<file path="src/rtl/halfip_filter_wr_pkg.sv">
// Shared FME definitions: 6-tap half-pel filter taps, shift amount and job FSM encoding.
package halfip_filter_wr_pkg;

  localparam int unsigned NumTaps   = 6;
  localparam int unsigned FiltShift = 5;

  typedef logic [7:0]           pix_t;
  typedef pix_t [NumTaps-1:0]   win_t;   // index 0 is the oldest sample

  typedef enum logic [2:0] {
    StIdle,
    StFill,
    StRun,
    StDrain,
    StDone
  } state_e;

  function automatic int tap_coef(int idx);
    case (idx)
      0, 5:    return 1;
      1, 4:    return -5;
      2, 3:    return 20;
      default: return 0;
    endcase
  endfunction

endpackage

</file>
<file path="src/rtl/halfip_filter_wr_if.sv">
// Pixel-in / register-write-out bundle for the half-pel filter writer.
interface halfip_filter_wr_if;
  logic        start;
  logic [7:0]  pix_in;
  logic        pix_valid;
  logic        pix_ready;
  logic [31:0] wr_data;
  logic [3:0]  wr_addr;
  logic        wr_en;
  logic        busy;
  logic        done;

  modport master (
    output start, pix_in, pix_valid,
    input  pix_ready, wr_data, wr_addr, wr_en, busy, done
  );

  modport slave (
    input  start, pix_in, pix_valid,
    output pix_ready, wr_data, wr_addr, wr_en, busy, done
  );
endinterface

</file>
<file path="src/rtl/halfip_tap6.sv">
// 6-tap half-pel filter: registered signed sum, then registered round/shift/clip to 0..255.
module halfip_tap6
  import halfip_filter_wr_pkg::*;
#(
  parameter int RND = 16
) (
  input  logic clk,
  input  logic rst,
  input  win_t i_win,
  input  logic i_vld,
  output pix_t o_pix,
  output logic o_vld
);

  int                 w_acc;
  logic signed [15:0] w_sum;
  logic signed [15:0] w_rnd;
  logic signed [15:0] w_shift;
  pix_t               w_clip;

  logic signed [15:0] r_sum;
  logic               r_sum_vld;
  pix_t               r_pix;
  logic               r_pix_vld;

  always_comb begin
    w_acc = 0;
    for (int i = 0; i < NumTaps; i++) begin
      w_acc = w_acc + tap_coef(i) * int'(i_win[i]);
    end
    // |S| <= 42*255, so 16 signed bits hold it without loss
    w_sum = 16'(w_acc);
  end

  always_comb begin
    w_rnd   = r_sum + 16'(RND);
    w_shift = w_rnd >>> FiltShift;
    if (w_shift < 16'sd0) begin
      w_clip = 8'd0;
    end else if (w_shift > 16'sd255) begin
      w_clip = 8'd255;
    end else begin
      w_clip = w_shift[7:0];
    end
  end

  always_ff @(posedge clk) begin
    if (rst) begin
      r_sum     <= '0;
      r_sum_vld <= 1'b0;
      r_pix     <= '0;
      r_pix_vld <= 1'b0;
    end else begin
      r_sum     <= w_sum;
      r_sum_vld <= i_vld;
      r_pix     <= w_clip;
      r_pix_vld <= r_sum_vld;
    end
  end

  assign o_pix = r_pix;
  assign o_vld = r_pix_vld;

endmodule

</file>
<file path="src/rtl/halfip_filter_wr.sv">
// Half-pel filter job engine: windows incoming pixels, filters them and writes packed 4-sample words.
module halfip_filter_wr
  import halfip_filter_wr_pkg::*;
#(
  parameter int unsigned NUM_WORDS = 16,
  parameter int          RND       = 16
) (
  input  logic               clk,
  input  logic               rst,
  halfip_filter_wr_if.slave  bus
);

  localparam logic [7:0] TotalPix = 8'(4 * NUM_WORDS + NumTaps - 1);
  localparam logic [7:0] FillPix  = 8'(NumTaps - 1);
  localparam logic [3:0] LastAddr = 4'(NUM_WORDS - 1);

  state_e      r_state;
  logic [7:0]  r_pix_cnt;
  logic        r_ready;
  logic        r_busy;
  logic        r_done;

  win_t        r_win;
  logic        r_win_vld;

  logic [1:0]  r_byte_idx;
  logic [23:0] r_acc;
  logic [3:0]  r_word_idx;
  logic [31:0] r_wr_data;
  logic [3:0]  r_wr_addr;
  logic        r_wr_en;

  logic        w_accept;
  logic        w_job_start;
  logic [7:0]  w_pix_cnt_nxt;
  pix_t        w_samp;
  logic        w_samp_vld;

  assign w_accept      = bus.pix_valid & r_ready;
  assign w_job_start   = bus.start & (r_state == StIdle);
  assign w_pix_cnt_nxt = r_pix_cnt + 8'd1;

  always_ff @(posedge clk) begin
    if (rst) begin
      r_state   <= StIdle;
      r_pix_cnt <= '0;
      r_ready   <= 1'b0;
      r_busy    <= 1'b0;
      r_done    <= 1'b0;
    end else begin
      r_done <= 1'b0;
      case (r_state)
        StIdle: begin
          if (bus.start) begin
            r_state   <= StFill;
            r_pix_cnt <= '0;
            r_ready   <= 1'b1;
            r_busy    <= 1'b1;
          end
        end
        StFill, StRun: begin
          if (w_accept) begin
            r_pix_cnt <= w_pix_cnt_nxt;
            if (w_pix_cnt_nxt == TotalPix) begin
              r_state <= StDrain;
              r_ready <= 1'b0;
            end else if (r_state == StFill && w_pix_cnt_nxt == FillPix) begin
              r_state <= StRun;
            end
          end
        end
        StDrain: begin
          if (r_wr_en && r_wr_addr == LastAddr) begin
            r_state <= StDone;
            r_done  <= 1'b1;
          end
        end
        StDone: begin
          r_state <= StIdle;
          r_busy  <= 1'b0;
        end
        default: r_state <= StIdle;
      endcase
    end
  end

  // Only pixels accepted in RUN complete a full window and yield a sample
  always_ff @(posedge clk) begin
    if (rst) begin
      r_win     <= '0;
      r_win_vld <= 1'b0;
    end else begin
      r_win_vld <= w_accept & (r_state == StRun);
      if (w_accept) begin
        r_win <= {bus.pix_in, r_win[NumTaps-1:1]};
      end
    end
  end

  halfip_tap6 #(
    .RND (RND)
  ) u_tap6 (
    .clk   (clk),
    .rst   (rst),
    .i_win (r_win),
    .i_vld (r_win_vld),
    .o_pix (w_samp),
    .o_vld (w_samp_vld)
  );

  always_ff @(posedge clk) begin
    if (rst) begin
      r_byte_idx <= '0;
      r_acc      <= '0;
      r_word_idx <= '0;
      r_wr_data  <= '0;
      r_wr_addr  <= '0;
      r_wr_en    <= 1'b0;
    end else begin
      r_wr_en <= 1'b0;
      if (w_job_start) begin
        r_byte_idx <= '0;
        r_word_idx <= '0;
      end else if (w_samp_vld) begin
        r_byte_idx <= r_byte_idx + 2'd1;
        if (r_byte_idx == 2'd3) begin
          r_wr_data  <= {w_samp, r_acc};
          r_wr_addr  <= r_word_idx;
          r_wr_en    <= 1'b1;
          r_word_idx <= r_word_idx + 4'd1;
        end else begin
          r_acc[{r_byte_idx, 3'b000} +: 8] <= w_samp;
        end
      end
    end
  end

  assign bus.pix_ready = r_ready;
  assign bus.wr_data   = r_wr_data;
  assign bus.wr_addr   = r_wr_addr;
  assign bus.wr_en     = r_wr_en;
  assign bus.busy      = r_busy;
  assign bus.done      = r_done;

endmodule

</file>
<file path="src/flat_wrapper.sv">
// flat-port wrapper written by rule: the top's interface ports become plain ports
module halfip_filter_wr_flat import halfip_filter_wr_pkg::*;
#(
  parameter int unsigned NUM_WORDS = 16,
  parameter int          RND       = 16
)
  (clk, rst, bus_start, bus_pix_in, bus_pix_valid, bus_pix_ready, bus_wr_data, bus_wr_addr, bus_wr_en, bus_busy, bus_done);
  halfip_filter_wr_if bus_i ();
  input  logic clk;
  input  logic rst;
  input wire logic [$bits(bus_i.start)-1:0] bus_start;
  input wire logic [$bits(bus_i.pix_in)-1:0] bus_pix_in;
  input wire logic [$bits(bus_i.pix_valid)-1:0] bus_pix_valid;
  output wire logic [$bits(bus_i.pix_ready)-1:0] bus_pix_ready;
  output wire logic [$bits(bus_i.wr_data)-1:0] bus_wr_data;
  output wire logic [$bits(bus_i.wr_addr)-1:0] bus_wr_addr;
  output wire logic [$bits(bus_i.wr_en)-1:0] bus_wr_en;
  output wire logic [$bits(bus_i.busy)-1:0] bus_busy;
  output wire logic [$bits(bus_i.done)-1:0] bus_done;
  assign bus_i.start = bus_start;
  assign bus_i.pix_in = bus_pix_in;
  assign bus_i.pix_valid = bus_pix_valid;
  assign bus_pix_ready = bus_i.pix_ready;
  assign bus_wr_data = bus_i.wr_data;
  assign bus_wr_addr = bus_i.wr_addr;
  assign bus_wr_en = bus_i.wr_en;
  assign bus_busy = bus_i.busy;
  assign bus_done = bus_i.done;
  halfip_filter_wr #(.NUM_WORDS(NUM_WORDS), .RND(RND)) u_core (.clk(clk), .rst(rst), .bus(bus_i));
endmodule
</file>
<file path="config.mk">
export PLATFORM = sky130hd
export DESIGN_NAME = halfip_filter_wr_flat
export DESIGN_NICKNAME = d
export VERILOG_FILES = /design/src/rtl/halfip_filter_wr_pkg.sv /design/src/rtl/halfip_filter_wr_if.sv /design/src/rtl/halfip_tap6.sv /design/src/rtl/halfip_filter_wr.sv /design/src/flat_wrapper.sv
export SDC_FILE = /design/constraint.sdc
export NUM_CORES = 1
export LEC_CHECK = 0
export ABC_AREA = 1
export CAP_MARGIN = 20
export CORE_UTILIZATION = 55
export CTS_CLUSTER_SIZE = 30
export DETAILED_ROUTE_END_ITERATION = 16
export GPL_ROUTABILITY_DRIVEN = 0
export PLACE_DENSITY = 0.77
export SLEW_MARGIN = 20
export SYNTH_ARGS = -nofsm -noshare
export SYNTH_HDL_FRONTEND = slang
export SYNTH_SLANG_ARGS = --single-unit
</file>
<file path="constraint.sdc">
create_clock -name clk -period 7 [get_ports clk]
set_input_delay 1.4 -clock clk [delete_from_list [all_inputs] [get_ports clk]]
set_output_delay 1.4 -clock clk [all_outputs]
set_load 0.01 [all_outputs]
</file>
# ---- Yosys cells after proc, flatten, opt, wreduce, memory -nomap -nowiden
# Cells that the tools add are included.
# Widths: inputs -> output; s select.
dict set report totals {
  reg_bits 156
  in_bits 12
  output_inout_bits 40
}
dict set report op_classes {
  bitwise_logic 7
  order_cmp 2
  n_reduce_logical 17
  n_mul 4
  n_shift 2
  mux 18
  n_eq_ne 13
  add_sub_neg 10
}
# op count
set op_table {}
lappend op_table {{$mul 4x9->13 const A} 2}
lappend op_table {{$bwmux 24} 1}
lappend op_table {{$mux 8} 3}
lappend op_table {{$shift 8x7->24 const A} 1}
lappend op_table {{$shiftx 8x7->24} 1}
lappend op_table {{$mul 3x8->11 const A} 2}
lappend op_table {{$add 15x14->16} 1}
lappend op_table {{$add 16x13->16} 1}
lappend op_table {{$add 16x6->16 const B} 1}
lappend op_table {{$add 16x9->16} 1}
lappend op_table {{$pmux 8 s2} 1}
lappend op_table {{$add 14x14->15} 1}
lappend op_table {{$mux 3} 5}
lappend op_table {{$add 9x13->14} 1}
lappend op_table {{$gt 11x9->1 const B} 1}
lappend op_table {{$lt 11x1->1 const B} 1}
lappend op_table {{$pmux 3 s3} 1}
lappend op_table {{$reduce_and 3->1} 3}
lappend op_table {{$add 8x1->8 const B} 1}
lappend op_table {{$eq 8x3->1 const B} 1}
lappend op_table {{$eq 8x7->1 const B} 1}
lappend op_table {{$reduce_and 4->1} 2}
lappend op_table {{$reduce_or 2->1} 4}
lappend op_table {{$neg 5->7} 1}
lappend op_table {{other kinds (19)} 35}

# ---- Depth between registers and ports, before layout
# Gate-level depths: netlist of run 1.
dict set report logic_depth {
  word_depth 7
  depth_mapped 25
  ltp_nobuf 25
}

# ---- Modules after synthesis
# A second synthesis of run 1 with hierarchy kept.
dict set report hier_totals {
  cells_unflattened 1227
  hier_area_um2 9709.3
}
# mod cells_per_inst seq_area_each_um2 instances area_per_inst_um2
set by_module_without_submodules {}
lappend by_module_without_submodules {halfip_filter_wr 632 2602.5 1 5004.8}
lappend by_module_without_submodules {halfip_tap6 595 440.4 1 4704.5}

# ---- Worst setup path before layout of run 1
# OpenSTA, ideal clock, no wires.
dict set report synth_timing {
  path_kind {register -> register}
  from {register u_core.r_win[25] in the netlist's numbering}
  to {register u_core.u_tap6.r_sum[15]}
  slack_ns 1.772
  stages_incl_launch_ff 23
  n_path_buf 0
  setup_time_ns 0.116
  t_required_ns 6.884
  arrival_time_ns 5.112
  cell_sequence {dfxtp_1 ha_1 ha_1 inv_1 fa_1 inv_1 fa_1 fa_1 inv_1 fa_1 inv_1 fa_1 inv_1 fa_1 inv_1 ha_1 nand2_1 inv_1 nand3_1 o21ai_0 nand3_1 a21oi_1 nor2_1}
}
dict set report synth_between {
  elab_chain_cells 4
}
# element line_no
set synth_lines {}
lappend synth_lines {{from (decl)} halfip_filter_wr.sv:23} ;# win_t r_win;
lappend synth_lines {{from (signal assigned)} halfip_filter_wr.sv:95} ;# r_win <= {bus.pix_in, r_win[NumTaps-1:1]};
lappend synth_lines {{$mul 3x8->11} halfip_tap6.sv:29} ;# w_acc = w_acc + tap_coef(i) * int'(i_win[i]);
lappend synth_lines {{$add 15x14->16} halfip_tap6.sv:29}
lappend synth_lines {{$add 16x13->16} halfip_tap6.sv:29}
lappend synth_lines {{$add 16x9->16} halfip_tap6.sv:29}
lappend synth_lines {{to (signal assigned)} halfip_tap6.sv:54} ;# r_sum <= w_sum;
lappend synth_lines {{to (decl)} halfip_tap6.sv:21} ;# logic signed [15:0] r_sum;
# Every way passes these cells.
# A chain may end at the register's enable or synchronous reset.

# ---- Worst setup path after layout of run 1
# Same ends and word-level chain as after synthesis.

==> results of run 1 <==
## cell usage after synthesis, drive strengths merged, types with 4 or more instances
cell type / number
inv: 210
dfxtp: 152
a21oi: 128
o21ai: 123
nand2: 114
nor2: 114
ha: 79
fa: 63
nand3: 37
clkbuf: 25
xor2: 12
nor3: 11
buf: 9
nand4: 7
o21bai: 7
xnor2: 7
a211oi: 5
o31ai: 4
## power by group
group          total [W]  switching (W)  leakage, nW  internal, W
Combinational    0.00306        0.00195         3.14      0.00111
Clock           0.000997       0.000392        0.310     0.000606
Sequential       0.00109       0.000102         1.24     0.000983
Total            0.00514        0.00244         4.69      0.00269
## cells in the final DEF (no fill, tap or decap), drive strengths merged
cell             n
dfxtp          152
o21bai           7
a21oi          128
o21a             1
nor3b            2
and2             1
inv            216
bufinv           4
o211ai           1
ha              79
a211oi           5
a21o             3
clkbuf          17
xnor2            7
clkinvlp         1
clkinv           3
xor2            12
o31ai            4
clkdlybuf4s50   51
nand3           37
o21ai          123
buf              4
nand4            7
fa              63
nor2           114
nand3b           1
a31oi            2
nor3            11
nand2          114
## path summary, 6_finish.rpt
path,to,from,slack [ps]
hold / removal,u_core.u_tap6.o_vld,u_core.u_tap6.r_sum_vld,420
setup reg to reg,u_core.u_tap6.r_sum[15],u_core.r_win[25],1280
hold reg to reg,u_core.u_tap6.o_vld,u_core.u_tap6.r_sum_vld,420
setup / recovery,u_core.u_tap6.r_sum[15],u_core.r_win[25],1280
## tightest hold or removal path: cells and delay by family (launching register included)
| kind | cells | cell delay, ps |
|---|---|---|
| buf+inv | 1 | 40 |
| simple gates | 1 | 40 |
| flops | 1 | 300 |
## layout make-up
type / count / area share, %
clock buffer: 17 / 4.099
clock inverter: 14 / 2.049
inverter: 210 / 7.595
multi-input combinational: 722 / 49.13
sequential: 152 / 29.32
tap: 216 / 2.604
timing repair buffer: 55 / 5.208
## per-layer routing
| layer | wire [um] | vias up | track usage [%] |
|---|---|---|---|
| li1 | - | 3666 | - |
| met1 | 8129 | 3352 | 28.13 |
| met2 | 9243 | 145 | 43.05 |
| met3 | 778 | 26 | 4.927 |
| met4 | 335 | 0 | 7.708 |
| met5 | 0 | - | 0 |
## state kept, by name, indices dropped and copies added (netlist names)
name	count
u_core.r_win_vld	1
u_core.u_tap6.r_sum_vld	1
u_core.r_word_idx	4
u_core.r_state	3
u_core.r_acc	24
u_core.bus.pix_ready	1
u_core.u_tap6.o_vld	1
u_core.bus.wr_addr	4
u_core.bus.done	1
u_core.u_tap6.r_sum	12
u_core.bus.wr_en	1
u_core.u_tap6.o_pix	8
u_core.bus.wr_data	32
u_core.r_byte_idx	2
u_core.r_win	48
u_core.bus.busy	1
u_core.r_pix_cnt	8
## cells by family after synthesis
| group | Yosys count |
|---|---|
| AOI/OAI and AO/OA | 274 |
| xor gates and xnor gates | 19 |
| adders and majority gates | 142 |
| and+or+nand+nor | 287 |
| buffers and inverters | 244 |
| DFF | 152 |
## stage by stage
stage               setup slack [ps]  utilization (%)  cells  hold WS [ps]
floorplan                       1772                -   1118         388.3
global placement                1585            60.88   1355         397.6
detailed placement              1499            60.88   1355         405.7
CTS                             1327            64.87   1386         415.2
global route                    1030            64.87   1386         440.8
finish                          1279            64.87   1386         415.9
==> impl_metrics.env, run 1 <==
export IMPL_fp_dieH_um=130.4
export IMPL_irDropWorstVdd_mv=0.4420
export IMPL_synth_compound_area_share_pct=15.81
export IMPL_fmax_mhz=174.8
export IMPL_cts_buffer_depth=2
export IMPL_syn_to_final_growth_pct=14.43
export IMPL_reg2regPathDepth=22
export IMPL_grt_pass1_wl_um=31660
export IMPL_outcome="finished, final reports clean"
export IMPL_clk_latency_ps=430
export IMPL_cts_tree="done"
export IMPL_rows=46
export IMPL_synth_edff_count=0
export IMPL_cp_slowest_cell="fa_1"
export IMPL_multi_input_area_um2=5099
export IMPL_power_density_nw_per_um2=495.1
export IMPL_root_buffer="clkbuf_16"
export IMPL_hold_depth=2
export IMPL_setup_violations=0
export IMPL_period_share_pct=81.73
export IMPL_critical_path_max_stage_delay_ps=530
export IMPL_cts_post_setup_buffers_inserted=0
export IMPL_worstPathRequired_ps=7320
export IMPL_p_total_w=0.005138
export IMPL_path_depth=22
export IMPL_via_per_inst=5.187
export IMPL_dp_hpwl_um=13730
export IMPL_initial_core_util_pct=56.69
export IMPL_grt_pass1_vias=7007
export IMPL_maxCapViolations=0
export IMPL_synth_xor_area_share_pct=1.835
export IMPL_vias=7189
export IMPL_syn_num_nets=1272
export IMPL_async_flop_share_pct=0
export IMPL_worst_pin_slew_ps=977.5
export IMPL_postCtsHoldBufs=0
export IMPL_cts_max_level=4
export IMPL_synth_area_leaders="dfxtp_1, fa_1, ha_1"
export IMPL_synth_main_ff_cell="dfxtp_1"
export IMPL_critical_path_class="reg2reg"
export IMPL_ys_warn_count=0
export IMPL_arrival_ps=6040
export IMPL_yosysSeqAreaShare_pct=33.55
export IMPL_avgSynthCellArea_um2=8.113
export IMPL_synth_top_family_by_area="adder cells"
export IMPL_fin_nets=1312
export IMPL_rsz0062_at_grt="false"
export IMPL_fin_crit_ps=5721
export IMPL_yosys_area_top_type_share_pct=33.55
export IMPL_start_kind="flip-flop"
export IMPL_slew_viol_final=0
export IMPL_slew_headroom_pct=34.83
export IMPL_grt_ovfl_total=0
export IMPL_crit_top_cell="inv_1"
export IMPL_chipWidth_um=130.4
export IMPL_first_pass_iters=5
export IMPL_crit_family="adder cells"
export IMPL_coreArea_um2=16000
export IMPL_ys_types=36
export IMPL_hold_class="reg2reg"
export IMPL_ctsResizeCount=0
export IMPL_fin_skew_ps=11.47
export IMPL_num_fill_cells=1353
export IMPL_final_antenna_net_count=0
export IMPL_yosysTopAreaCell="dfxtp_1"
export IMPL_worst_path_buf_inv=7
export IMPL_first_iter_violations=405
export IMPL_finalSetupTns_ps=0
export IMPL_post_synth_mux_area_share_pct=0
export IMPL_syn_inst=1118
export IMPL_io_pins=52
export IMPL_antenna_found_initial=0
export IMPL_cp_end_kind="flip-flop"
export IMPL_synth_fa_ha_area_share_pct=24.80
export IMPL_dieArea_um2=17010
export IMPL_finalHoldViolations=0
export IMPL_design_area_um2=10380
export IMPL_grt_max_degree=72
export IMPL_diodes=0
export IMPL_path_cells="ha_1, ha_1, inv_1, fa_1, inv_1, fa_1, fa_1, inv_1, fa_1, inv_1, fa_1, inv_1, fa_1, inv_1, ha_1, nand2_1, inv_1, nand3_1, o21ai_0, nand3_1, a21oi_1, nor2_1"
export IMPL_p_leak_nw=4.687
export IMPL_cts_buffers=17
export IMPL_grt_total_usage_pct=23.78
export IMPL_cts_sinks=152
export IMPL_totalWireLength_um=18490
export IMPL_ys_ff_latch=152
export IMPL_crit_path_max_fanout=6
export IMPL_port_buffer_count=51
export IMPL_synthesis_area_um2=9070
export IMPL_path_clk_slew_ps=70
export IMPL_seq_area_um2=3043
export IMPL_place_area_um2=9741
export IMPL_drive_above_1_share_pct=5.470
export IMPL_drc=0
export IMPL_synth_simple_area_share_pct=13.77
export IMPL_wire_per_inst_um=13.34
Note: power is estimated with default switching activity, not from simulation.
==> inputs of run 2 (changes only) <==
==> constraint.sdc (replaced) <==
create_clock -name clk -period 5.7 [get_ports clk]
set_input_delay 1.14 -clock clk [delete_from_list [all_inputs] [get_ports clk]]
set_output_delay 1.14 -clock clk [all_outputs]
set_load 0.01 [all_outputs]
==> impl_metrics.env, run 2 (synthesis results as in run 1) <==
export IMPL_period_share_pct=95.72
export IMPL_grt_ovfl_total=0
export IMPL_maxCapViolations=0
export IMPL_arrival_ps=5830
export IMPL_cts_tree="done"
export IMPL_clk_latency_ps=440
export IMPL_setup_slack_ps=243.9
export IMPL_hold_depth=2
export IMPL_fp_dieH_um=130.4
export IMPL_wl_met3_um=691
export IMPL_most_common_layout_cells="inv_1, dfxtp_1, a21oi_1"
export IMPL_design_area_um2=10350
export IMPL_rows=46
export IMPL_post_route_util_pct=64.70
export IMPL_timing_rr_end="u_core.u_tap6.r_sum[15]"
export IMPL_p_total_w=0.006232
export IMPL_worstPathRequired_ps=6070
export IMPL_initial_core_util_pct=56.69
export IMPL_grt_pass1_wl_um=31410
export IMPL_outcome="finished, final reports clean"
export IMPL_dieArea_um2=17010
export IMPL_critical_path_class="reg2reg"
export IMPL_first_iter_violations=384
export IMPL_layoutNonFillerInstCount=1390
export IMPL_start_kind="flip-flop"
export IMPL_rr_startpoint="u_core.r_win[27]"
export IMPL_drc=0
export IMPL_diodes=0
export IMPL_fin_skew_ps=9.234
export IMPL_r2r_slack_ps=240
export IMPL_fmax_mhz=183.3
export IMPL_io_pins=52
export IMPL_met1_length_um=8229
export IMPL_cts_max_level=4
export IMPL_dp_cells=1357
export IMPL_hold_class="reg2reg"
export IMPL_top_layer="met4"
export IMPL_grt_total_usage_pct=23.63
export IMPL_post_place_ws_ps=17.81
export IMPL_syn_to_final_growth_pct=14.14
export IMPL_via_per_inst=5.186
export IMPL_totalWireLength_um=18590
export IMPL_final_common_cell="inv_1"
export IMPL_cts_buffers=17
export IMPL_finalHoldViolations=0
export IMPL_drive_above_1_share_pct=6.303
export IMPL_power_density_nw_per_um2=602.0
export IMPL_first_pass_iters=5
export IMPL_cts_buffer_depth=2
export IMPL_setup_violations=0
export IMPL_rsz0062_at_grt="true"
export IMPL_antenna_found_initial=0
export IMPL_hold_start="u_core.u_tap6.r_sum_vld"
export IMPL_chipWidth_um=130.4
export IMPL_vias=7208
export IMPL_p_leak_nw=4.681
export IMPL_fin_nets=1315
export IMPL_worst_pin_slew_ps=821.1
export IMPL_final_antenna_net_count=0
export IMPL_slew_viol_final=0
export IMPL_crit_path_max_fanout=6
export IMPL_regMostFlops="u_core.r_win"
export IMPL_path_clk_slew_ps=70
export IMPL_grt_pass1_vias=6926
export IMPL_reg2regPathDepth=23
export IMPL_cp_end_kind="flip-flop"
export IMPL_coreArea_um2=16000
export IMPL_largest_reg_flops=48
export IMPL_irDropWorstVdd_mv=0.6954
export IMPL_port_buffer_count=51
export IMPL_grt_max_degree=64
export IMPL_place_area_um2=9756
export IMPL_holdPathEnd="u_core.u_tap6.o_vld"
export IMPL_slew_headroom_pct=45.18
export IMPL_fin_crit_ps=5456
export IMPL_dp_hpwl_um=13920
export IMPL_met2_wirelength_um=9094
export IMPL_wire_per_inst_um=13.37
export IMPL_cts_sinks=152
export IMPL_root_buffer="clkbuf_16"
-- run 2: metal layers --
metal / up-vias / GRT usage (%)
met3: 39 / 4.601
met1: 3334 / 28.34
li1: 3676 / -
met4: 0 / 11.49
met2: 159 / 40.77
met5: - / 0
-- run 2: area by class of cell --
class	instances	area (um^2)
fillers	1374	5648
multi-input cells	722	5120
flip-flops and latches	152	3044
inverters	210	788.3
repair buffers	58	563.0
clock buffers	18	439.2
well taps	216	270.3
clock inverters	14	127.6
-- run 2: what timing repair did --
| action | in CTS | in global routing |
|---|---|---|
| resized for setup | 0 | 7 |
| hold buffers | 0 | 0 |
| endpoints found under the setup margin | 0 | 8 |
| setup buffers | 0 | 1 |
-- run 2: per-stage QoR --
step	hold slack, ps	setup TNS, ps
after floorplan	388.3	0
after global placement	400.5	0
after detailed placement	403.1	0
after CTS	415.1	0
after global routing	437.6	-40.28
final	409.6	0
-- run 2: power by group --
part	leakage [nW]	switching (W)	internal, W
Combinational	3.16	0.00242	0.00139
Clock	0.280	0.000501	0.000587
Sequential	1.24	0.000124	0.00121
Total	4.68	0.00304	0.00319
-- run 2: worst max-delay path: stages, from the launching register on --
cell and delay (ps):
dfxtp_1 390, ha_1 260, ha_1 230, inv_1 70
fa_1 410, inv_1 80, fa_1 440, fa_1 530
inv_1 50, fa_1 470, inv_1 50, fa_1 520
inv_1 50, fa_1 530, inv_1 40, ha_2 360
nand2_1 80, inv_1 90, nand3_1 110, o21ai_2 200
nand3_1 150, nand3_1 120, nand2_1 60, nor2_1 90
-- run 2: worst max-delay path by stage --
stage	start	endpoint	slack, ps	cells past startpoint
2_1_floorplan	u_core.r_win[25]	u_core.u_tap6.r_sum[15]	470	22
3_3_place_gp	u_core.r_win[25]	u_core.u_tap6.r_sum[15]	290	22
3_5_place_dp	u_core.r_win[25]	u_core.u_tap6.r_sum[15]	20	22
4_1_cts	u_core.r_win[25]	u_core.u_tap6.r_sum[15]	20	22
5_1_grt	u_core.r_win[27]	u_core.u_tap6.r_sum[12]	-30	24
6_report	u_core.r_win[27]	u_core.u_tap6.r_sum[15]	240	23
==> inputs of run 3 (changes only) <==
--- a/config.mk
+++ b/config.mk
@@ -5,9 +5,10 @@
 export SDC_FILE = /design/constraint.sdc
 export NUM_CORES = 1
 export LEC_CHECK = 0
-export ABC_AREA = 1
+export ABC_AREA = 0
 export CAP_MARGIN = 20
 export CORE_UTILIZATION = 55
+export CTS_CLUSTER_DIAMETER = 150
 export CTS_CLUSTER_SIZE = 30
 export DETAILED_ROUTE_END_ITERATION = 16
 export GPL_ROUTABILITY_DRIVEN = 0
==> impl_metrics.env, run 3 <==
export IMPL_clk_latency_ps=430
export IMPL_yosysTopAreaCell="dfxtp_1"
export IMPL_dieArea_um2=16660
export IMPL_port_buffer_count=51
export IMPL_chipWidth_um=129.1
export IMPL_synth_edff_count=0
export IMPL_rows=46
export IMPL_syn_to_final_growth_pct=15.09
export IMPL_grt_total_usage_pct=22.80
export IMPL_synthesis_area_um2=8879
export IMPL_worst_pin_slew_ps=1021
export IMPL_cts_sinks=152
export IMPL_maxCapViolations=0
export IMPL_power_density_nw_per_um2=245.6
export IMPL_path_clk_slew_ps=70
export IMPL_most_common_layout_cells="nand2_1, dfxtp_1, a21oi_1"
export IMPL_syn_inst=1041
export IMPL_cp_end_kind="flip-flop"
export IMPL_post_route_util_pct=64.56
export IMPL_async_flop_share_pct=0
export IMPL_yosys_area_top_type_share_pct=34.27
export IMPL_period_share_pct=95.94
export IMPL_fin_nets=1234
export IMPL_grt_max_degree=99
export IMPL_drc=0
export IMPL_worstPathRequired_ps=6050
export IMPL_first_iter_violations=348
export IMPL_arrival_ps=5820
export IMPL_crit_path_max_fanout=4
export IMPL_yosysMostFrequentCell="nand2_1"
export IMPL_diodes=0
export IMPL_syn_num_nets=1195
export IMPL_finalSetupTns_ps=0
export IMPL_design_area_um2=10220
export IMPL_slew_headroom_pct=31.95
export IMPL_dp_hpwl_um=12500
export IMPL_finalHoldViolations=0
export IMPL_fin_skew_ps=13.18
export IMPL_ys_warn_count=0
export IMPL_cts_buffers=17
export IMPL_setup_violations=0
export IMPL_initial_core_util_pct=56.09
export IMPL_antenna_found_initial=0
export IMPL_ys_ff_latch=152
export IMPL_final_antenna_net_count=0
export IMPL_critical_path_class="reg2reg"
export IMPL_dp_cells=1276
export IMPL_grt_pass1_vias=6623
export IMPL_wire_per_inst_um=13.28
export IMPL_irDropWorstVdd_mv=0.2317
export IMPL_cts_max_level=4
export IMPL_yosysSeqAreaShare_pct=34.27
export IMPL_synth_area_leaders="dfxtp_1, fa_1, ha_1"
export IMPL_via_per_inst=5.224
export IMPL_synth_main_ff_cell="dfxtp_1"
export IMPL_p_total_w=0.002510
export IMPL_grt_ovfl_total=0
export IMPL_avgSynthCellArea_um2=8.529
export IMPL_totalWireLength_um=17380
export IMPL_p_leak_nw=4.286
export IMPL_slew_viol_final=0
export IMPL_grt_pass1_wl_um=30040
export IMPL_largest_reg_flops=48
export IMPL_cts_buffer_depth=2
export IMPL_synth_common_cells="nand2_1, dfxtp_1, a21oi_1, inv_1, ha_1"
export IMPL_fp_dieH_um=129.1
export IMPL_drive_above_1_share_pct=5.672
export IMPL_fmax_mhz=182.9
export IMPL_coreArea_um2=15830
export IMPL_layoutNonFillerInstCount=1309
export IMPL_vias=6838
export IMPL_place_area_um2=9549
export IMPL_io_pins=52
export IMPL_final_common_cell="nand2_1"
export IMPL_hold_class="reg2reg"
export IMPL_cts_tree="done"
export IMPL_postCtsHoldBufs=0
export IMPL_regMostFlops="u_core.r_win"
export IMPL_fin_crit_ps=5469
export IMPL_ys_types=49
export IMPL_start_kind="flip-flop"
export IMPL_first_pass_iters=5
export IMPL_outcome="finished, final reports clean"
export IMPL_root_buffer="clkbuf_16"
[run 3: changes by cell type after synthesis, moves of 6 or more]
| cell | before | now |
|---|---|---|
| nor2_1 | 105 | 37 |
| o21ai_0 | 119 | 17 |
| inv_1 | 207 | 129 |
| xnor2_1 | 7 | 18 |
| nand2_2 | 7 | 0 |
| nand2_1 | 107 | 211 |
| and3_1 | 0 | 7 |
| nand3_1 | 34 | 43 |
| nor2_2 | 8 | 0 |
| a21oi_1 | 128 | 140 |
| nor2b_1 | 0 | 7 |
| or3_1 | 0 | 6 |
[run 3: kinds of logic after synthesis]
logic type               synth area share (%)
AND/OR/NAND/NOR                         18.39
AO/OA/AOI/OAI                           11.23
buffers and inverters                   7.455
flip-flops                              34.27
adder cells (fa/ha/maj)                 25.34
XOR/XNOR                                2.959
multiplexers                           0.3523
[run 3: stage by stage]
stage	hold slack [ps]	worst slack [ps]
floorplan	413.8	163.5
global placement	416.9	124.2
detailed placement	429.3	-14.44
CTS	452.2	24.84
global route	463.3	-86.80
finish	449.2	231.3
[run 3: critical path, cell delays in order (launching register included)]
cell and delay [ps]:
dfxtp_2 340, ha_1 280, ha_2 180, inv_1 60
fa_2 390, xnor2_2 150, fa_1 480, fa_1 510
inv_1 50, fa_1 470, inv_1 50, fa_1 530
inv_1 50, fa_1 520, inv_1 60, ha_4 260
buf_4 120, and3_1 210, o21ai_4 100, a211oi_1 300
o21ai_0 160, a21oi_2 140
[run 3: metal layers]
metal	vias to the layer above	GRT usage (%)	part of all wire, %
met5	-	0	0
met4	0	7.405	1.6
met3	24	4.955	3.6
met2	134	39.11	49
met1	3227	28.63	46
li1	3453	-	-
[run 3: area by class of cell]
type / count / area [um^2]
inverter: 129 / 484.2
tap: 216 / 270.3
clock inverter: 14 / 175.2
clock buffer: 18 / 429.2
fill: 1318 / 5609
multi-input combinational: 719 / 5233
timing repair buffer: 61 / 583.1
sequential: 152 / 3044
[run 3: what timing repair did]
item,4_1_cts,5_1_grt
resized for setup,1,12
setup buffers,0,1
pin swaps,0,7
hold endpoints to repair,0,0
setup endpoints to repair,1,6
[run 3: worst paths after layout]
path,startpoint,end,slack (ps),cells past startpoint
worst min register to register,u_core.r_acc[19],u_core.bus.wr_data[19],450,2
worst min-delay path,u_core.r_acc[19],u_core.bus.wr_data[19],450,2
worst max register to register,u_core.r_win[27],u_core.u_tap6.r_sum[15],230,21
worst max-delay path,u_core.r_win[27],u_core.u_tap6.r_sum[15],230,21
[run 3: power breakdown]
group	internal, W	total, W	switching, W
Clock	0.000666	0.00115	0.000486
Combinational	0.0000941	0.000211	0.000117
Sequential	0.00110	0.00115	0.0000479
Total	0.00186	0.00251	0.000652
==> edit 1 (flow settings as in run 1) <==
Set the package constant `NumTaps` to 5 (it was 6).
--- a/src/rtl/halfip_filter_wr_pkg.sv
+++ b/src/rtl/halfip_filter_wr_pkg.sv
@@ -3,3 +3,3 @@
 
-  localparam int unsigned NumTaps   = 6;
+  localparam int unsigned NumTaps   = 5;
   localparam int unsigned FiltShift = 5;
Behaviour: no difference found for any inputs over 4 cycles, from zero or initial values and one cycle with rst high; that may be too few to reach the edited logic, so the function may still have changed.
==> edit 1 against run 1 <==
Setup slack better by 0.13 ns. Synthesized cell count down 5.9%. Synthesized area down 5.8%. Via count down 6.6%. Critical path type unchanged. Largest cell class unchanged. Sequential cell count down 8. Design area down 5.8%. Routed wire length down 5.8%. Power down 10%.
==> edit 1: results (changes against run 1) <==
- Status: complete, no violations
- Worst Hold Launch: u_core.u_tap6.r_sum_vld
- Worst hold path endpoint: u_core.u_tap6.o_vld
- Post-CTS setup buffer count: 0 (unchanged)
- Met3 GRT Util: 4.72% (-0.20 points)
- Ys flop type: dfxtp_1
- HPWL Detailed: 12.5 mm (-9.1%)
- Reg-to-reg slack, setup: 1.41 ns (+0.13 ns)
- Peak VDD IR: 513 uV (+16%)
- Final Hold Vio Count: 0 (unchanged)
- First-pass GRT wire length: 30.0 mm (-5.4%)
- CP arrival: 5.96 ns (-0.08 ns)
- Async SR Flop Fraction: 0% (unchanged)
- Reg2Reg Depth: 22 (unchanged)
- Clk_lat worst skew: 0.43 ns (about the same)
- Starting DRT DRC Count: 413 (+2.0%)
- All-Layer GR Usage: 23.6% (-0.18 points)
- Root Driver: clkbuf_16
- Fraction of layout instances using a drive strength above 1: 5.78% (+0.31 points)
- Lkg Pwr: 0.00437 uW (-6.7%)
- CTS clock-pin slew for the worst setup and hold paths: 0.07 ns (about the same)
- Hold WC Path Type: flip-flop to flip-flop
- Largest net degree at the start of global routing: 68 (-5.6%)
- Max FFs per register: 40 (-17%)
- Max FO, Critical Path: 5 (-1)
- Vias in the first global route: 6430 (-8.2%)
- CTS Buf Count: 17 (unchanged)
- Post-synthesis sequential area ratio: 33.7% (+0.18 points)
- Buffers added on ports: 51 (unchanged)
- Slew margin rel.: 38.3% (+3.5 points)
- Most area-consuming cells after synthesis: dfxtp_1, fa_1, ha_1
- Max Buffers Root-to-Sink: 2 (unchanged)
- Top reg by flops: u_core.r_win
- Initial antenna violation count: 0 (unchanged)
- Vias per cell: 5.18 (about the same)
- Commonest cells in the netlist: inv_1, dfxtp_1, a21oi_1
- GR Util met1: 28.5% (+0.38 points)
- Grt met2 use: 41.6% (-1.5 points)
- R2r endpoint: u_core.u_tap6.r_sum[10]
- Synth Net Count: 1197 (-5.9%)
- Wire length per cell: 13.5 microns (+0.87%)
- Clock skew: 0.00780 ns (-0.00367 ns)
- H-tree depth: 4 (unchanged)
## edit 1: how the worst max path moves through the flow
stage,slack (ns),depth (start not counted),to
floorplan,1.84,21,u_core.u_tap6.r_sum[10]
global placement,1.63,21,u_core.u_tap6.r_sum[10]
detailed placement,1.48,22,u_core.u_tap6.r_sum[10]
CTS,1.45,22,u_core.u_tap6.r_sum[10]
global route,1.01,22,u_core.u_tap6.r_sum[10]
finish,1.41,22,u_core.u_tap6.r_sum[10]
## edit 1: critical path, cell delays in order (launching register included)
cell	delay, ns
dfxtp_1	0.35
ha_1	0.29
ha_1	0.16
inv_1	0.07
fa_1	0.40
xnor2_1	0.22
fa_1	0.47
fa_1	0.51
inv_1	0.05
fa_1	0.51
inv_1	0.07
fa_1	0.53
inv_1	0.06
fa_1	0.52
inv_1	0.04
ha_1	0.34
a21oi_1	0.22
o21ai_0	0.14
a21oi_1	0.21
o21ai_0	0.14
nand2_1	0.09
nand2_1	0.05
nor2_1	0.09
## edit 1: power breakdown
group	internal, uW	switching [uW]	total, uW
Clock	544	402	946
Combinational	972	1680	2650
Sequential	929	86.7	1020
Total	2440	2170	4610
## edit 1: cells by family after synthesis
group,synth area share [%]
buffers and inverters,11.1
AND/OR/NAND/NOR,12.6
flip-flops,33.7
adder cells (fa/ha/maj),24.5
AO/OA/AOI/OAI,16.1
XOR/XNOR,2.05
## edit 1: area by class of cell
type / instances / area [sq um]
fill: 1294 / 5430
multi-input combinational: 668 / 4720
sequential: 144 / 2880
inverter: 208 / 781
timing repair buffer: 55 / 541
clock buffer: 17 / 425
tap: 188 / 235
clock inverter: 15 / 190
## edit 1: metrics by stage
stage	power, uW	worst slack (ns)	hold slack (ns)	area, sq um	instances
global placement	3550	1.63	0.402	9160	1263
global route	5160	1.01	0.438	9770	1295
floorplan	3100	1.84	0.388	8550	1052
detailed placement	3640	1.48	0.402	9160	1263
finish	4610	1.41	0.409	9770	1295
CTS	4600	1.45	0.410	9770	1295
## edit 1: per-layer routing
layer | vias up | part of all wire (%)
li1 | 3448 | -
met1 | 3096 | 46
met2 | 134 | 49
met3 | 35 | 3.0
met4 | 0 | 2.3
met5 | - | 0
==> edit 2 (settings of run 1) <==
Made on the original files. Re-encode `state_e` (5 states) as one-hot, 5 bits wide.
--- a/src/rtl/halfip_filter_wr_pkg.sv
+++ b/src/rtl/halfip_filter_wr_pkg.sv
@@ -9,8 +9,8 @@
 
-  typedef enum logic [2:0] {
-    StIdle,
-    StFill,
-    StRun,
-    StDrain,
-    StDone
+  typedef enum logic [4:0] {
+    StIdle  = 5'b00001,
+    StFill  = 5'b00010,
+    StRun   = 5'b00100,
+    StDrain = 5'b01000,
+    StDone  = 5'b10000
   } state_e;
Behaviour: same outputs for any inputs over 4 cycles, from zero or initial values and one cycle with rst high; so few cycles prove little.
==> edit 2 against run 1 <==
Sequential cell count rose by 2. Die area rose by 1.7%. Critical endpoint is now u_core.u_tap6.r_sum[12]. Synthesized cell count is 1.5% higher. Routed wire length decreased by 2.0%. Core utilization fell by 0.11 points. Global-route usage decreased by 1.1 points. Setup slack better by 0.25 ns. Critical path depth did not move. Design area is 0.54% higher. Synthesized area grew 1.7%. Cell count grew 1.2%. Sequential share of layout area up 0.23 points.
Power is left out: the tool's default activity adds up to more than one toggle a clock period on the data nets, which glitch-free logic cannot reach.
==> edit 2: results (changes against run 1) <==
- Status: complete, no violations
- CTS Buf Count: 17 (unchanged)
- HPWL Detailed: 13.6 mm (-0.88%)
- Drt total wl: 18.1 mm (-2.0%)
- Buffers added on ports: 51 (unchanged)
- Antenna Cells: 0 (unchanged)
- Hold WC Path Type: flip-flop to flip-flop
- Clk_lat worst skew: 0.43 ns (about the same)
- Async SR Flop Fraction: 0% (unchanged)
- Max FO, Critical Path: 5 (-1)
- Clock skew: 0.0114 ns (-0.000118 ns)
- Final number of max-transition violations: 0 (unchanged)
- Mux contribution to synthesized area: 0% (unchanged)
- CTS clock-pin slew for the worst setup and hold paths: 0.07 ns (about the same)
- Max FFs per register: 48 (unchanged)
- Starting DRT DRC Count: 471 (+16%)
- Post-synthesis sequential area ratio: 33.4% (-0.13 points)
- Post-Synth XOR/XNOR Area: 1.99% (+0.16 points)
- Avg Synthesized Cell Area: 8.13 sq um (+0.19%)
- Vias per cell: 5.17 (-0.41%)
- Worst-Margin Slew: 0.930 ns (-0.0472 ns)
- Top reg by flops: u_core.r_win
- Resized cells post-CTS: 0 (unchanged)
- Vias post-DR: 7242 (+0.74%)
- CP arrival: 5.80 ns (-0.24 ns)
- Reg-to-reg slack, setup: 1.53 ns (+0.25 ns)
- Cells after DPL: 1370 (+1.1%)
- Ys Warns: 0 (unchanged)
- H-tree depth: 4 (unchanged)
- Synth Net Count: 1289 (+1.3%)
- Fraction of layout instances using a drive strength above 1: 5.82% (+0.35 points)
- Vias in the first global route: 6979 (-0.40%)
- Largest net degree at the start of global routing: 77 (+6.9%)
- Most area-consuming cells after synthesis: dfxtp_1, fa_1, ha_1
- Commonest cells in the netlist: inv_1, dfxtp_1, a21oi_1
- Max Buffers Root-to-Sink: 2 (unchanged)
- All-Layer GR Usage: 22.7% (-1.1 points)
- Adder-cell area share of the yosys netlist: 24.4% (-0.42 points)
- Pre-Repair DR Iteration Count: 5 (unchanged)
- Count of different cell masters after synthesis: 37 (+2.8%)
- Initial antenna violation count: 0 (unchanged)
- Synth Area in Compound Gates: 15.2% (-0.56 points)
- First-pass GRT wire length: 31.8 mm (+0.41%)
- Post-CTS setup buffer count: 0 (unchanged)
- Root Driver: clkbuf_16
==> edit 2: cell count changes after synthesis, sizes merged, moves of 4 or more <==
cell	delta
nand3	+4
inv	+5
a211oi	-5
a21oi	+5
nand4	+4
nor2	+7
==> edit 2: path summary, 6_finish.rpt <==
path | depth (start not counted) | from | end
max | 22 | u_core.r_win[25] | u_core.u_tap6.r_sum[12]
min reg2reg | 2 | u_core.r_win_vld | u_core.u_tap6.r_sum_vld
max reg2reg | 22 | u_core.r_win[25] | u_core.u_tap6.r_sum[12]
min | 2 | u_core.r_win_vld | u_core.u_tap6.r_sum_vld
==> edit 2: cells by family (layout without fill, tap and decap cells) <==
kind of cell | Yosys count | count (layout)
xor gates and xnor gates | 21 | 21
AOI/OAI and AO/OA | 272 | 272
adders and majority gates | 142 | 142
and+or+nand+nor | 294 | 294
buffers and inverters | 252 | 303
DFF | 154 | 154
==> edit 2: final cells by class <==
class | count | area, sq um
fillers | 1383 | 5680
well taps | 216 | 270
repair buffers | 54 | 553
inverters | 217 | 816
clock inverters | 15 | 133
multi-input cells | 729 | 5150
flip-flops and latches | 154 | 3080
clock buffers | 17 | 425
==> edit 2: critical path: stages, from the launching register on <==
cell     delay [ns]
dfxtp_1        0.35
ha_1           0.30
ha_1           0.18
inv_1          0.06
fa_1           0.39
xnor2_1        0.16
fa_1           0.49
inv_1          0.06
fa_1           0.47
fa_1           0.50
inv_1          0.06
fa_1           0.53
inv_1          0.05
fa_1           0.52
inv_1          0.04
ha_1           0.34
a21oi_1        0.20
o21ai_0        0.11
a21oi_1        0.24
o21a_1         0.16
nand2_1        0.05
nand2_1        0.05
nor2_1         0.05
==> edit 2: per-layer routing <==
metal | global-route usage [%] | wire (microns) | part of all wire, %
met3 | 4.32 | 687 | 3.8
met2 | 38.8 | 8900 | 49
met1 | 28.1 | 8060 | 44
met5 | 0 | 0 | 0
met4 | 8.66 | 463 | 2.6
==> edit 2: stage by stage <==
| stage | hold slack [ns] | setup WS, ns | area [sq um] | util (%) |
|---|---|---|---|---|
| finish | 0.408 | 1.53 | 10400 | 64.8 |
| detailed placement | 0.399 | 1.56 | 9880 | 61.3 |
| global route | 0.421 | 1.20 | 10400 | 64.8 |
| floorplan | 0.388 | 1.90 | 9230 | - |
| global placement | 0.392 | 1.71 | 9850 | 61.1 |
| CTS | 0.410 | 1.54 | 10400 | 64.7 |
